==> src/rtl/int_pkg.sv <==
// int_pkg: shared constants for the 8051 interrupt vector sequencer.
//   - Source index constants (bit positions of the request vector).
//   - Default vector base and stride.
//   - Sequencer state encodings (IDLE / REQ).
package int_pkg;

  localparam int unsigned NumSrc = 5;

  localparam logic [2:0] SRC_IE0 = 3'd0;
  localparam logic [2:0] SRC_TF0 = 3'd1;
  localparam logic [2:0] SRC_IE1 = 3'd2;
  localparam logic [2:0] SRC_TF1 = 3'd3;
  localparam logic [2:0] SRC_SER = 3'd4;

  localparam logic [15:0] VEC_BASE_DEF   = 16'h0003;
  localparam int unsigned VEC_STRIDE_DEF = 8;

  localparam logic [0:0] StIdle = 1'b0;
  localparam logic [0:0] StReq  = 1'b1;

  // Vector offset of a source, before truncation to the address width.
  function automatic logic [31:0] vec_offset(input int unsigned stride, input logic [2:0] idx);
    return 32'(stride * 32'(idx));
  endfunction

endpackage

==> src/rtl/int_vector_seq_if.sv <==
// int_vector_seq_if: request/vector bundle between IntControl, the sequencer and the CPU.
//   int_req, ip        : pending requests and IP priority bits
//   instr_boundary,
//   defer, reti_done   : CPU instruction-flow qualifiers
//   ack / req, vector,
//   src_id             : vector handshake towards the CPU
//   clr_flag           : one-cycle TCON flag clear
//   in_service         : active service levels {high, low}
// Modport master is the sequencer side, slave is the CPU/IntControl side.
interface int_vector_seq_if #(
  parameter int unsigned ADDR_W = 16
);
  logic [4:0]        int_req;
  logic [4:0]        ip;
  logic              instr_boundary;
  logic              defer;
  logic              reti_done;
  logic              ack;
  logic              req;
  logic [ADDR_W-1:0] vector;
  logic [2:0]        src_id;
  logic [4:0]        clr_flag;
  logic [1:0]        in_service;

  modport master (
    input  int_req, ip, instr_boundary, defer, reti_done, ack,
    output req, vector, src_id, clr_flag, in_service
  );

  modport slave (
    output int_req, ip, instr_boundary, defer, reti_done, ack,
    input  req, vector, src_id, clr_flag, in_service
  );
endinterface

==> src/rtl/int_prio_enc.sv <==
// int_prio_enc: combinational 5-bit lowest-index-first picker.
//   req_i   : candidate request lines
//   valid_o : any candidate present
//   idx_o   : index of the lowest set bit (0 when none)
module int_prio_enc (
  input  logic [4:0] req_i,
  output logic       valid_o,
  output logic [2:0] idx_o
);

  always_comb begin
    valid_o = 1'b0;
    idx_o   = 3'd0;
    // Scan downwards so the lowest set index is the last one written.
    for (int i = 4; i >= 0; i--) begin
      if (req_i[i]) begin
        valid_o = 1'b1;
        idx_o   = 3'(i);
      end
    end
  end

endmodule

==> src/rtl/int_vector_seq.sv <==
// int_vector_seq: 8051 interrupt vector sequencer.
// Polls pending requests at instruction boundaries, arbitrates by IP level and
// in-service nesting, presents a vector over a req/ack handshake, pulses the
// hardware clear of the serviced TCON flag and tracks in-service levels until RETI.
//   clk, rst_n : core clock, asynchronous active-low reset
//   bus        : int_vector_seq_if master modport (all request/vector signals)
// Build option: define INT_PRIO_EN for two-level priority with nesting; otherwise
// a single low level, fixed index order, and any active service blocks polling.
module int_vector_seq
  import int_pkg::*;
#(
  parameter int unsigned       ADDR_W     = 16,
  parameter logic [ADDR_W-1:0] VEC_BASE   = ADDR_W'(VEC_BASE_DEF),
  parameter int unsigned       VEC_STRIDE = VEC_STRIDE_DEF
) (
  input  logic                  clk,
  input  logic                  rst_n,
  int_vector_seq_if.master      bus
);

  logic [0:0]        state_q, state_d;
  logic [ADDR_W-1:0] vector_q, vector_d;
  logic [2:0]        src_id_q, src_id_d;
  logic              lvl_q, lvl_d;        // 1 = latched source is high level
  logic [4:0]        clr_flag_q, clr_flag_d;
  logic [1:0]        in_service_q, in_service_d;

  logic [4:0] hi_cand, lo_cand;
  logic       hi_valid, lo_valid;
  logic [2:0] hi_idx, lo_idx;
  logic       poll;
  logic       sel_valid;
  logic [2:0] sel_idx;
  logic       sel_hi;
  logic [1:0] is_clr, is_set;

  assign poll = bus.instr_boundary & ~bus.defer & ~bus.reti_done;

`ifdef INT_PRIO_EN
  // High sources may nest over a low service; low sources need no service active.
  assign hi_cand = bus.int_req & bus.ip & {5{~in_service_q[1]}};
  assign lo_cand = bus.int_req & ~bus.ip & {5{in_service_q == 2'b00}};
`else
  logic unused_ip;
  assign unused_ip = ^bus.ip;
  assign hi_cand   = 5'b00000;
  assign lo_cand   = bus.int_req & {5{in_service_q == 2'b00}};
`endif

  int_prio_enc u_enc_hi (
    .req_i   (hi_cand),
    .valid_o (hi_valid),
    .idx_o   (hi_idx)
  );

  int_prio_enc u_enc_lo (
    .req_i   (lo_cand),
    .valid_o (lo_valid),
    .idx_o   (lo_idx)
  );

  assign sel_valid = hi_valid | lo_valid;
  assign sel_idx   = hi_valid ? hi_idx : lo_idx;
  assign sel_hi    = hi_valid;

  always_comb begin
    state_d    = state_q;
    vector_d   = vector_q;
    src_id_d   = src_id_q;
    lvl_d      = lvl_q;
    clr_flag_d = 5'b00000;
    is_clr     = 2'b00;
    is_set     = 2'b00;

    // RETI retires the most recently entered (highest) level.
    if (bus.reti_done) begin
      if (in_service_q[1]) begin
        is_clr = 2'b10;
      end else if (in_service_q[0]) begin
        is_clr = 2'b01;
      end
    end

    unique case (state_q)
      StIdle: begin
        if (poll && sel_valid) begin
          state_d  = StReq;
          src_id_d = sel_idx;
          vector_d = VEC_BASE + ADDR_W'(vec_offset(VEC_STRIDE, sel_idx));
          lvl_d    = sel_hi;
        end
      end
      StReq: begin
        if (bus.ack) begin
          state_d = StIdle;
          is_set  = lvl_q ? 2'b10 : 2'b01;
          // Serial RI/TI is cleared by software, so only sources 0..3 get a pulse.
          for (int i = 0; i < 4; i++) begin
            clr_flag_d[i] = (src_id_q == 3'(i));
          end
        end
      end
      default: state_d = StIdle;
    endcase

    in_service_d = (in_service_q & ~is_clr) | is_set;
`ifndef INT_PRIO_EN
    in_service_d[1] = 1'b0;
`endif
  end

  always_ff @(posedge clk or negedge rst_n) begin
    if (!rst_n) begin
      state_q      <= StIdle;
      vector_q     <= '0;
      src_id_q     <= 3'd0;
      lvl_q        <= 1'b0;
      clr_flag_q   <= 5'b00000;
      in_service_q <= 2'b00;
    end else begin
      state_q      <= state_d;
      vector_q     <= vector_d;
      src_id_q     <= src_id_d;
      lvl_q        <= lvl_d;
      clr_flag_q   <= clr_flag_d;
      in_service_q <= in_service_d;
    end
  end

  assign bus.req        = (state_q == StReq);
  assign bus.vector     = vector_q;
  assign bus.src_id     = src_id_q;
  assign bus.clr_flag   = clr_flag_q;
  assign bus.in_service = in_service_q;

endmodule

==> src/flat_wrapper.sv <==
// flat-port wrapper written by rule: the top's interface ports become plain ports
module int_vector_seq_flat import int_pkg::*;
#(
  parameter int unsigned       ADDR_W     = 16,
  parameter logic [ADDR_W-1:0] VEC_BASE   = ADDR_W'(VEC_BASE_DEF),
  parameter int unsigned       VEC_STRIDE = VEC_STRIDE_DEF
)
  (clk, rst_n, bus_int_req, bus_ip, bus_instr_boundary, bus_defer, bus_reti_done, bus_ack, bus_req, bus_vector, bus_src_id, bus_clr_flag, bus_in_service);
  int_vector_seq_if #(.ADDR_W(ADDR_W)) bus_i ();
  input  logic clk;
  input  logic rst_n;
  input wire logic [$bits(bus_i.int_req)-1:0] bus_int_req;
  input wire logic [$bits(bus_i.ip)-1:0] bus_ip;
  input wire logic [$bits(bus_i.instr_boundary)-1:0] bus_instr_boundary;
  input wire logic [$bits(bus_i.defer)-1:0] bus_defer;
  input wire logic [$bits(bus_i.reti_done)-1:0] bus_reti_done;
  input wire logic [$bits(bus_i.ack)-1:0] bus_ack;
  output wire logic [$bits(bus_i.req)-1:0] bus_req;
  output wire logic [$bits(bus_i.vector)-1:0] bus_vector;
  output wire logic [$bits(bus_i.src_id)-1:0] bus_src_id;
  output wire logic [$bits(bus_i.clr_flag)-1:0] bus_clr_flag;
  output wire logic [$bits(bus_i.in_service)-1:0] bus_in_service;
  assign bus_i.int_req = bus_int_req;
  assign bus_i.ip = bus_ip;
  assign bus_i.instr_boundary = bus_instr_boundary;
  assign bus_i.defer = bus_defer;
  assign bus_i.reti_done = bus_reti_done;
  assign bus_i.ack = bus_ack;
  assign bus_req = bus_i.req;
  assign bus_vector = bus_i.vector;
  assign bus_src_id = bus_i.src_id;
  assign bus_clr_flag = bus_i.clr_flag;
  assign bus_in_service = bus_i.in_service;
  int_vector_seq #(.ADDR_W(ADDR_W), .VEC_BASE(VEC_BASE), .VEC_STRIDE(VEC_STRIDE)) u_core (.clk(clk), .rst_n(rst_n), .bus(bus_i));
endmodule
==> config.mk <==
export PLATFORM = sky130hd
export DESIGN_NAME = int_vector_seq_flat
export DESIGN_NICKNAME = d
export VERILOG_FILES = /design/src/rtl/int_pkg.sv /design/src/rtl/int_vector_seq_if.sv /design/src/rtl/int_prio_enc.sv /design/src/rtl/int_vector_seq.sv /design/src/flat_wrapper.sv
export SDC_FILE = /design/constraint.sdc
export NUM_CORES = 1
export LEC_CHECK = 0
export BUFFER_PORTS_ARGS = -buffer_cell sky130_fd_sc_hd__buf_2
export CORE_MARGIN = 10
export CORE_UTILIZATION = 40
export DETAILED_ROUTE_END_ITERATION = 12
export PLACE_DENSITY_LB_ADDON = 0.15
export SYNTH_ARGS = -nofsm -noshare
export SYNTH_HDL_FRONTEND = slang
export SYNTH_SLANG_ARGS = --single-unit
==> constraint.sdc <==
create_clock -name clk -period 2.37 [get_ports clk]
set_clock_uncertainty 0.15 [all_clocks]
set_input_delay 0.711 -clock clk [delete_from_list [all_inputs] [get_ports clk]]
set_output_delay 0.711 -clock clk [all_outputs]
set_load 0.05 [all_outputs]
==> results.sh, run 1 <==
export IMPL_place_gp_congestion=0.706
export IMPL_critPathMaxStageDelay_ns=0.46
export IMPL_avgRoutedWirePerCell_um=13.1
export IMPL_synth_cells=52
export IMPL_path_buf_inv=1
export IMPL_cp_arrival_ns=1.02
export IMPL_cts_repair_resize_count=0
export IMPL_pwr_share_comb_pct=40.7
export IMPL_worst_skew_pair_late_latency_ns=0.25
export IMPL_areaGrowthSynthToFinish_pct=15.5
export IMPL_diodes=0
export IMPL_drc=0
export IMPL_fin_ws_ns=0.490
export IMPL_postCtsSetupBuffers=0
export IMPL_clkSinkCount=10
export IMPL_synth_top_cell_area_share_pct=44.9
export IMPL_port_buffers=24
export IMPL_netSwitchingPower_uw=237
export IMPL_status="finished clean"
export IMPL_multi_input_area_um2=213
export IMPL_cp_max_fo=7
export IMPL_final_cell_area_um2=643
export IMPL_rows=13
export IMPL_utilization_pct=49.4
export IMPL_num_io_pins=43
export IMPL_seqPwrFrac_pct=39.0
export IMPL_crit_type="reg -> out"
export IMPL_synthArstFlopShare_pct=100
export IMPL_dieArea_um2=3280
export IMPL_grt_max_degree=11
export IMPL_detail_route_antenna_nets=0
export IMPL_avgSynthCellArea_um2=10.7
export IMPL_hold_violations=0
export IMPL_first_global_vias=434
export IMPL_synthesis_area_um2=557
export IMPL_postCtsHoldBufs=0
export IMPL_pre_cts_slack_ns=0.221
export IMPL_synth_common_cells="buf_4 (17), dfrtp_1 (10), inv_1 (3)"
export IMPL_cp_end_kind="output pin"
export IMPL_vias_per_cell=4.56
export IMPL_numCtsBuffers=3
export IMPL_required_ns=1.51
export IMPL_cp_start_kind="flop"
export IMPL_fin_setup_tns_ns=0
export IMPL_fmax_ghz=0.532
export IMPL_p_int_uw=285
export IMPL_die_x_um=57.3
export IMPL_seq_area_um2=250
export IMPL_firstDrtPassIters=2
export IMPL_synth_top_flop_cell="dfrtp_1"
export IMPL_hold_slack_ns=0.152
export IMPL_ys_warnings_count=0
export IMPL_ir_drop_uv=275
export IMPL_finalMaxSlewViolations=0
export IMPL_die_height_um=57.3
export IMPL_design_core_area_um2=1300
export IMPL_routed_wl_um=1180
export IMPL_p_clk_share_pct=20.3
export IMPL_grt_overflow_total=0
export IMPL_switching_share_pct=45.4
export IMPL_first_iter_violations=3
export IMPL_root_buffer="clkbuf_4"
export IMPL_yosysMostFrequentCell="buf_4"
export IMPL_dpl_cell_area_um2=621
export IMPL_rsz0062_at_grt="false"
export IMPL_crit_family="flip-flops"
export IMPL_fill_cells=129
export IMPL_synth_edff_count=0
export IMPL_cp_slowest_cell="dfrtp_1"
export IMPL_synth_area_leaders="dfrtp_1 (45%), buf_4 (23%), o211ai_4 (3.8%)"
export IMPL_start_util_pct=42.8
export IMPL_path_clk_slew_ns=0.06
export IMPL_worstHoldPathType="in -> async"
export IMPL_drive_above_1_share_pct=42.7
export IMPL_powerDensity_nw_per_um2=812
export IMPL_cts_htree_levels=1
export IMPL_path_cells="buf_2"
export IMPL_hpwl_um=1040
export IMPL_setup_viol=0
export IMPL_layout_min_cycle_time_ns=1.88
export IMPL_fin_nets=93
export IMPL_yosysTopAreaCell="dfrtp_1"
export IMPL_gr_usage_all_layers_pct=7.12
export IMPL_grt_pass1_wl_um=1860
export IMPL_clockBufferDepth=2
export IMPL_yosysUniqueCellTypes=20
export IMPL_via_count=410
export IMPL_post_route_period_util_pct=79.3
export IMPL_p_leak_uw=0.000356
export IMPL_drv_cap=0
export IMPL_ys_ff_latch=10
export IMPL_cts_tree="built"
export IMPL_ys_seq_area_share_pct=44.9
export IMPL_antenna_found_initial=0
-- layout by cell type, fill, tap and decap left out, drive strengths merged, types with 2 or more instances in the layout --
cell,n
dfrtp,10
conb,13
o21ai,3
nor4b,2
inv,3
clkbuf,3
nand2,2
buf,25
nor2,2
nor4,3
-- metal layers --
layer / track usage, % / share of wire, % / vias to the layer above
li1: - / - / 193
met1: 7.59 / 40 / 189
met2: 10.2 / 46 / 24
met3: 2.88 / 11 / 4
met4: 7.05 / 3.5 / 0
met5: 0 / 0 / -
-- final timing paths --
path,from,slack (ns),end,cells past startpoint
max,u_core.bus.src_id[2]$_DFFE_PN0P_,0.49,bus_src_id[2],1
min,rst_n,0.15,u_core.bus.clr_flag[3]$_DFF_PN0_,1
max reg2reg,u_core.bus.in_service[0]$_DFF_PN0_,0.81,u_core.bus.src_id[1]$_DFFE_PN0P_,3
min reg2reg,u_core.bus.vector[1]$_DFFE_PN0P_,0.33,u_core.bus.vector[1]$_DFFE_PN0P_,1
max in group asynchronous,rst_n,1.73,u_core.bus.src_id[2]$_DFFE_PN0P_,1
min in group clk,u_core.bus.vector[1]$_DFFE_PN0P_,0.33,u_core.bus.vector[1]$_DFFE_PN0P_,1
-- final cells by class --
class | instances | share of cell area (%)
multi-input combinational | 34 | 33.1
tap | 15 | 2.92
clock buffer | 3 | 3.50
inverter | 3 | 1.75
sequential | 10 | 38.9
timing repair buffer | 25 | 19.8
-- stage by stage --
| step | total power (µW) | std cells |
|---|---|---|
| 4_1_cts | 529 | 90 |
| 6_report | 522 | 90 |
| 2_1_floorplan | 401 | 64 |
| 3_3_place_gp | 420 | 87 |
| 3_5_place_dp | 421 | 87 |
| 5_1_grt | 549 | 90 |
-- power groups by stage --
stage / sequential, µW / combinational, µW / clock, µW
4_1_cts: 205 / 214 / 111
2_1_floorplan: 260 / 141 / 0
6_report: 204 / 213 / 106
3_5_place_dp: 207 / 214 / 0
5_1_grt: 207 / 223 / 120
3_3_place_gp: 207 / 213 / 0
-- state kept, by name (all words and copies together) (netlist names) --
register / count
u_core.bus.clr_flag: 4
u_core.bus.req: 1
u_core.bus.vector: 1
u_core.bus.src_id: 3
u_core.bus.in_service: 1
-- kinds of logic after synthesis --
| logic type | Yosys count | share of synthesized area (%) |
|---|---|---|
| AO/OA/AOI/OAI | 5 | 8.09 |
| other | 1 | 0.674 |
| buffers and inverters | 20 | 24.9 |
| AND/OR/NAND/NOR | 14 | 16.9 |
| flip-flops | 10 | 44.9 |
| multiplexers | 2 | 4.49 |
(Power assumes the default switching activity.)
==> run 2: changes to the inputs <==
--- a/config.mk
+++ b/config.mk
@@ -5,9 +5,10 @@
 export SDC_FILE = /design/constraint.sdc
 export NUM_CORES = 1
 export LEC_CHECK = 0
+export ABC_AREA = 1
 export BUFFER_PORTS_ARGS = -buffer_cell sky130_fd_sc_hd__buf_2
 export CORE_MARGIN = 10
-export CORE_UTILIZATION = 40
+export CORE_UTILIZATION = 35
 export DETAILED_ROUTE_END_ITERATION = 12
 export PLACE_DENSITY_LB_ADDON = 0.15
 export SYNTH_ARGS = -nofsm -noshare
==> constraint.sdc (replaced) <==
create_clock -name clk -period 1.6 [get_ports clk]
set_clock_uncertainty 0.15 [all_clocks]
set_input_delay 0.48 -clock clk [delete_from_list [all_inputs] [get_ports clk]]
set_output_delay 0.48 -clock clk [all_outputs]
set_load 0.05 [all_outputs]
==> run 2 against run 1 <==
  * Synthesized area grew 10%
  * Clock-buffer cell count grew 1
  * Sequential cell count is the same
  * Wire length grew 7.8%
  * Utilization shrank 6.4 points
  * Global-route usage is essentially flat
  * Cell count grew 24%
  * Die area grew 16%
==> results.sh, run 2 <==
export IMPL_yosysUniqueCellTypes=15
export IMPL_ir_drop_uv=303
export IMPL_cp_end_kind="output pin"
export IMPL_clkSinkCount=10
export IMPL_via_count=446
export IMPL_synth_simple_gate_area_share_pct=28.0
export IMPL_drc=0
export IMPL_ys_seq_area_share_pct=40.8
export IMPL_avgRoutedWirePerCell_um=11.3
export IMPL_synth_area_leaders="dfrtp_1 (41%), buf_4 (21%), inv_1 (6.7%)"
export IMPL_synthesis_area_um2=613
export IMPL_status="finished clean"
export IMPL_ys_ff_latch=10
export IMPL_utilization_pct=43.0
export IMPL_clockBufferDepth=2
export IMPL_grt_max_degree=11
export IMPL_drive_above_1_share_pct=40.0
export IMPL_rows=15
export IMPL_powerDensity_nw_per_um2=1060
export IMPL_gr_usage_all_layers_pct=7.11
export IMPL_rsz0062_at_grt="false"
export IMPL_total_power_uw=768
export IMPL_cts_htree_levels=1
export IMPL_final_cells=112
export IMPL_cp_start_kind="flop"
export IMPL_yosys_area_share_adder_pct=0
export IMPL_final_common_cell="buf_2"
export IMPL_path_cells="buf_4"
export IMPL_path_buf_inv=1
export IMPL_r2r_start="u_core.bus.in_service[0]$_DFF_PN0_"
export IMPL_yosysMostFrequentCell="buf_4"
export IMPL_post_route_period_util_pct=96.9
export IMPL_synth_compound_area_share_pct=3.06
export IMPL_port_buffers=24
export IMPL_worstHoldPathCells=2
export IMPL_crit_family="flip-flops"
export IMPL_synth_xor_area_share_pct=0
export IMPL_firstDrtPassIters=2
export IMPL_num_io_pins=43
export IMPL_routed_wl_um=1270
export IMPL_areaGrowthSynthToFinish_pct=18.6
export IMPL_min_from="bus_ack"
export IMPL_yosysTopAreaCell="dfrtp_1"
export IMPL_r2r_setup_slack_ns=0.42
export IMPL_postCtsSetupBuffers=0
export IMPL_cts_tree="built"
export IMPL_first_global_vias=473
export IMPL_synthArstFlopShare_pct=100
export IMPL_fin_nets=112
export IMPL_detail_route_antenna_nets=0
export IMPL_die_height_um=61.9
export IMPL_hpwl_um=1080
export IMPL_top_usage_layer="met2"
export IMPL_synth_top_flop_cell="dfrtp_1"
export IMPL_required_ns=0.97
export IMPL_dp_cells=107
export IMPL_path_clk_slew_ns=0.07
export IMPL_design_core_area_um2=1690
export IMPL_cp_slowest_cell="dfrtp_2"
export IMPL_worst_skew_pair_late_latency_ns=0.26
export IMPL_synth_common_cells="buf_4 (17), inv_1 (11), nand2_1 (11), dfrtp_1 (10)"
export IMPL_root_buffer="clkbuf_4"
export IMPL_met1_usage_pct=7.16
export IMPL_cp_max_fo=7
export IMPL_place_gp_congestion=0.714
export IMPL_vias_per_cell=3.98
export IMPL_grt_overflow_total=0
export IMPL_antenna_found_initial=0
export IMPL_hold_violations=0
export IMPL_crit_type="reg -> out"
export IMPL_die_x_um=61.9
export IMPL_dieArea_um2=3830
export IMPL_numCtsBuffers=3
export IMPL_largest_reg_flops=4
export IMPL_ys_warnings_count=0
export IMPL_worst_r2r_path_depth=6
export IMPL_synth_top_cell_area_share_pct=40.8
export IMPL_synth_cells=71
export IMPL_critPathMaxStageDelay_ns=0.45
export IMPL_synth_top_family_by_area="simple AND/OR/NAND/NOR gates"
export IMPL_setup_viol=0
export IMPL_holdPathEnd="u_core.bus.req$_DFF_PN0_"
export IMPL_p_leak_uw=0.000411
export IMPL_diodes=0
export IMPL_synth_edff_count=0
export IMPL_layout_min_cycle_time_ns=1.55
export IMPL_drv_cap=0
export IMPL_use_met2_pct=10.8
export IMPL_globalRouteMet3Util_pct=3.66
export IMPL_worstHoldPathType="in -> reg"
export IMPL_start_util_pct=36.3
export IMPL_fmax_ghz=0.645
export IMPL_critPathLaunch="u_core.bus.src_id[2]$_DFFE_PN0P_"
export IMPL_synthMuxAreaShare_pct=0
export IMPL_cp_arrival_ns=0.92
export IMPL_grt_pass1_wl_um=1990
export IMPL_avgSynthCellArea_um2=8.64
export IMPL_finalMaxSlewViolations=0
export IMPL_r2r_end="u_core.bus.src_id[0]$_DFFE_PN0P_"
export IMPL_first_iter_violations=6
export IMPL_final_cell_mix="buf_2 (18), conb_1 (13), inv_1 (11), nand2_1 (11), dfrtp_1 (7)"
## run 2: changes by cell type after synthesis, sizes merged, moves of 2 or more
cell	delta
inv	+8
nand2	+12
nand3	+4
nor2	+5
nor4b	-2
## run 2: layer usage
metal / wire length, µm / part of all wire (%)
met4: 19 / 1.5
met5: 0 / 0
met1: 531 / 42
met2: 601 / 47
met3: 116 / 9.1
## run 2: cell families after synthesis
logic type	after synthesis
other cells	1
compound gates	3
flops	10
simple gates	29
buf+inv	28
## run 2: area by class of cell
cell class              instances  area [µm²]
fillers                       179         962
flip-flops and latches         10         254
multi-input cells              45         239
repair buffers                 25         145
inverters                      11        41.3
clock buffers                   4        26.3
well taps                      17        21.3
## run 2: worst max-delay path by stage
stage	to	slack (ns)	cells past startpoint
after floorplan	bus_vector[4]	0.01	1
after global placement	u_core.bus.src_id[2]$_DFFE_PN0P_	0.23	7
after detailed placement	u_core.bus.src_id[1]$_DFFE_PN0P_	0.21	7
after CTS	bus_src_id[0]	-0.03	1
after global routing	bus_src_id[2]	0.006	1
final	bus_vector[5]	0.05	1
## run 2: repair_timing
action | CTS | global route
resized for setup | 4 | 6
endpoints found under the hold margin | 10 | 0
hold buffers | 1 | 0
setup endpoints to repair | 6 | 4
## run 2: through the flow
| stage | setup WS [ns] | TNS, ns | hold WS, ns | cell area [µm²] |
|---|---|---|---|---|
| finish | 0.0497 | 0 | 0.272 | 727 |
| global route | 0.00602 | 0 | 0.259 | 727 |
| CTS | -0.0286 | -0.0549 | 0.256 | 719 |
| detailed placement | 0.212 | 0 | 0.201 | 673 |
| global placement | 0.227 | 0 | 0.199 | 673 |
| floorplan | 0.0133 | 0 | 0.0344 | 659 |
## run 2: report_power, final
group	total, µW	internal [µW]	leakage, µW	switching [µW]
logic	298	62.8	0.000269	235
clock network	175	95.9	0.0000150	79.3
registers	295	274	0.000127	21.3
total	768	432	0.000411	335
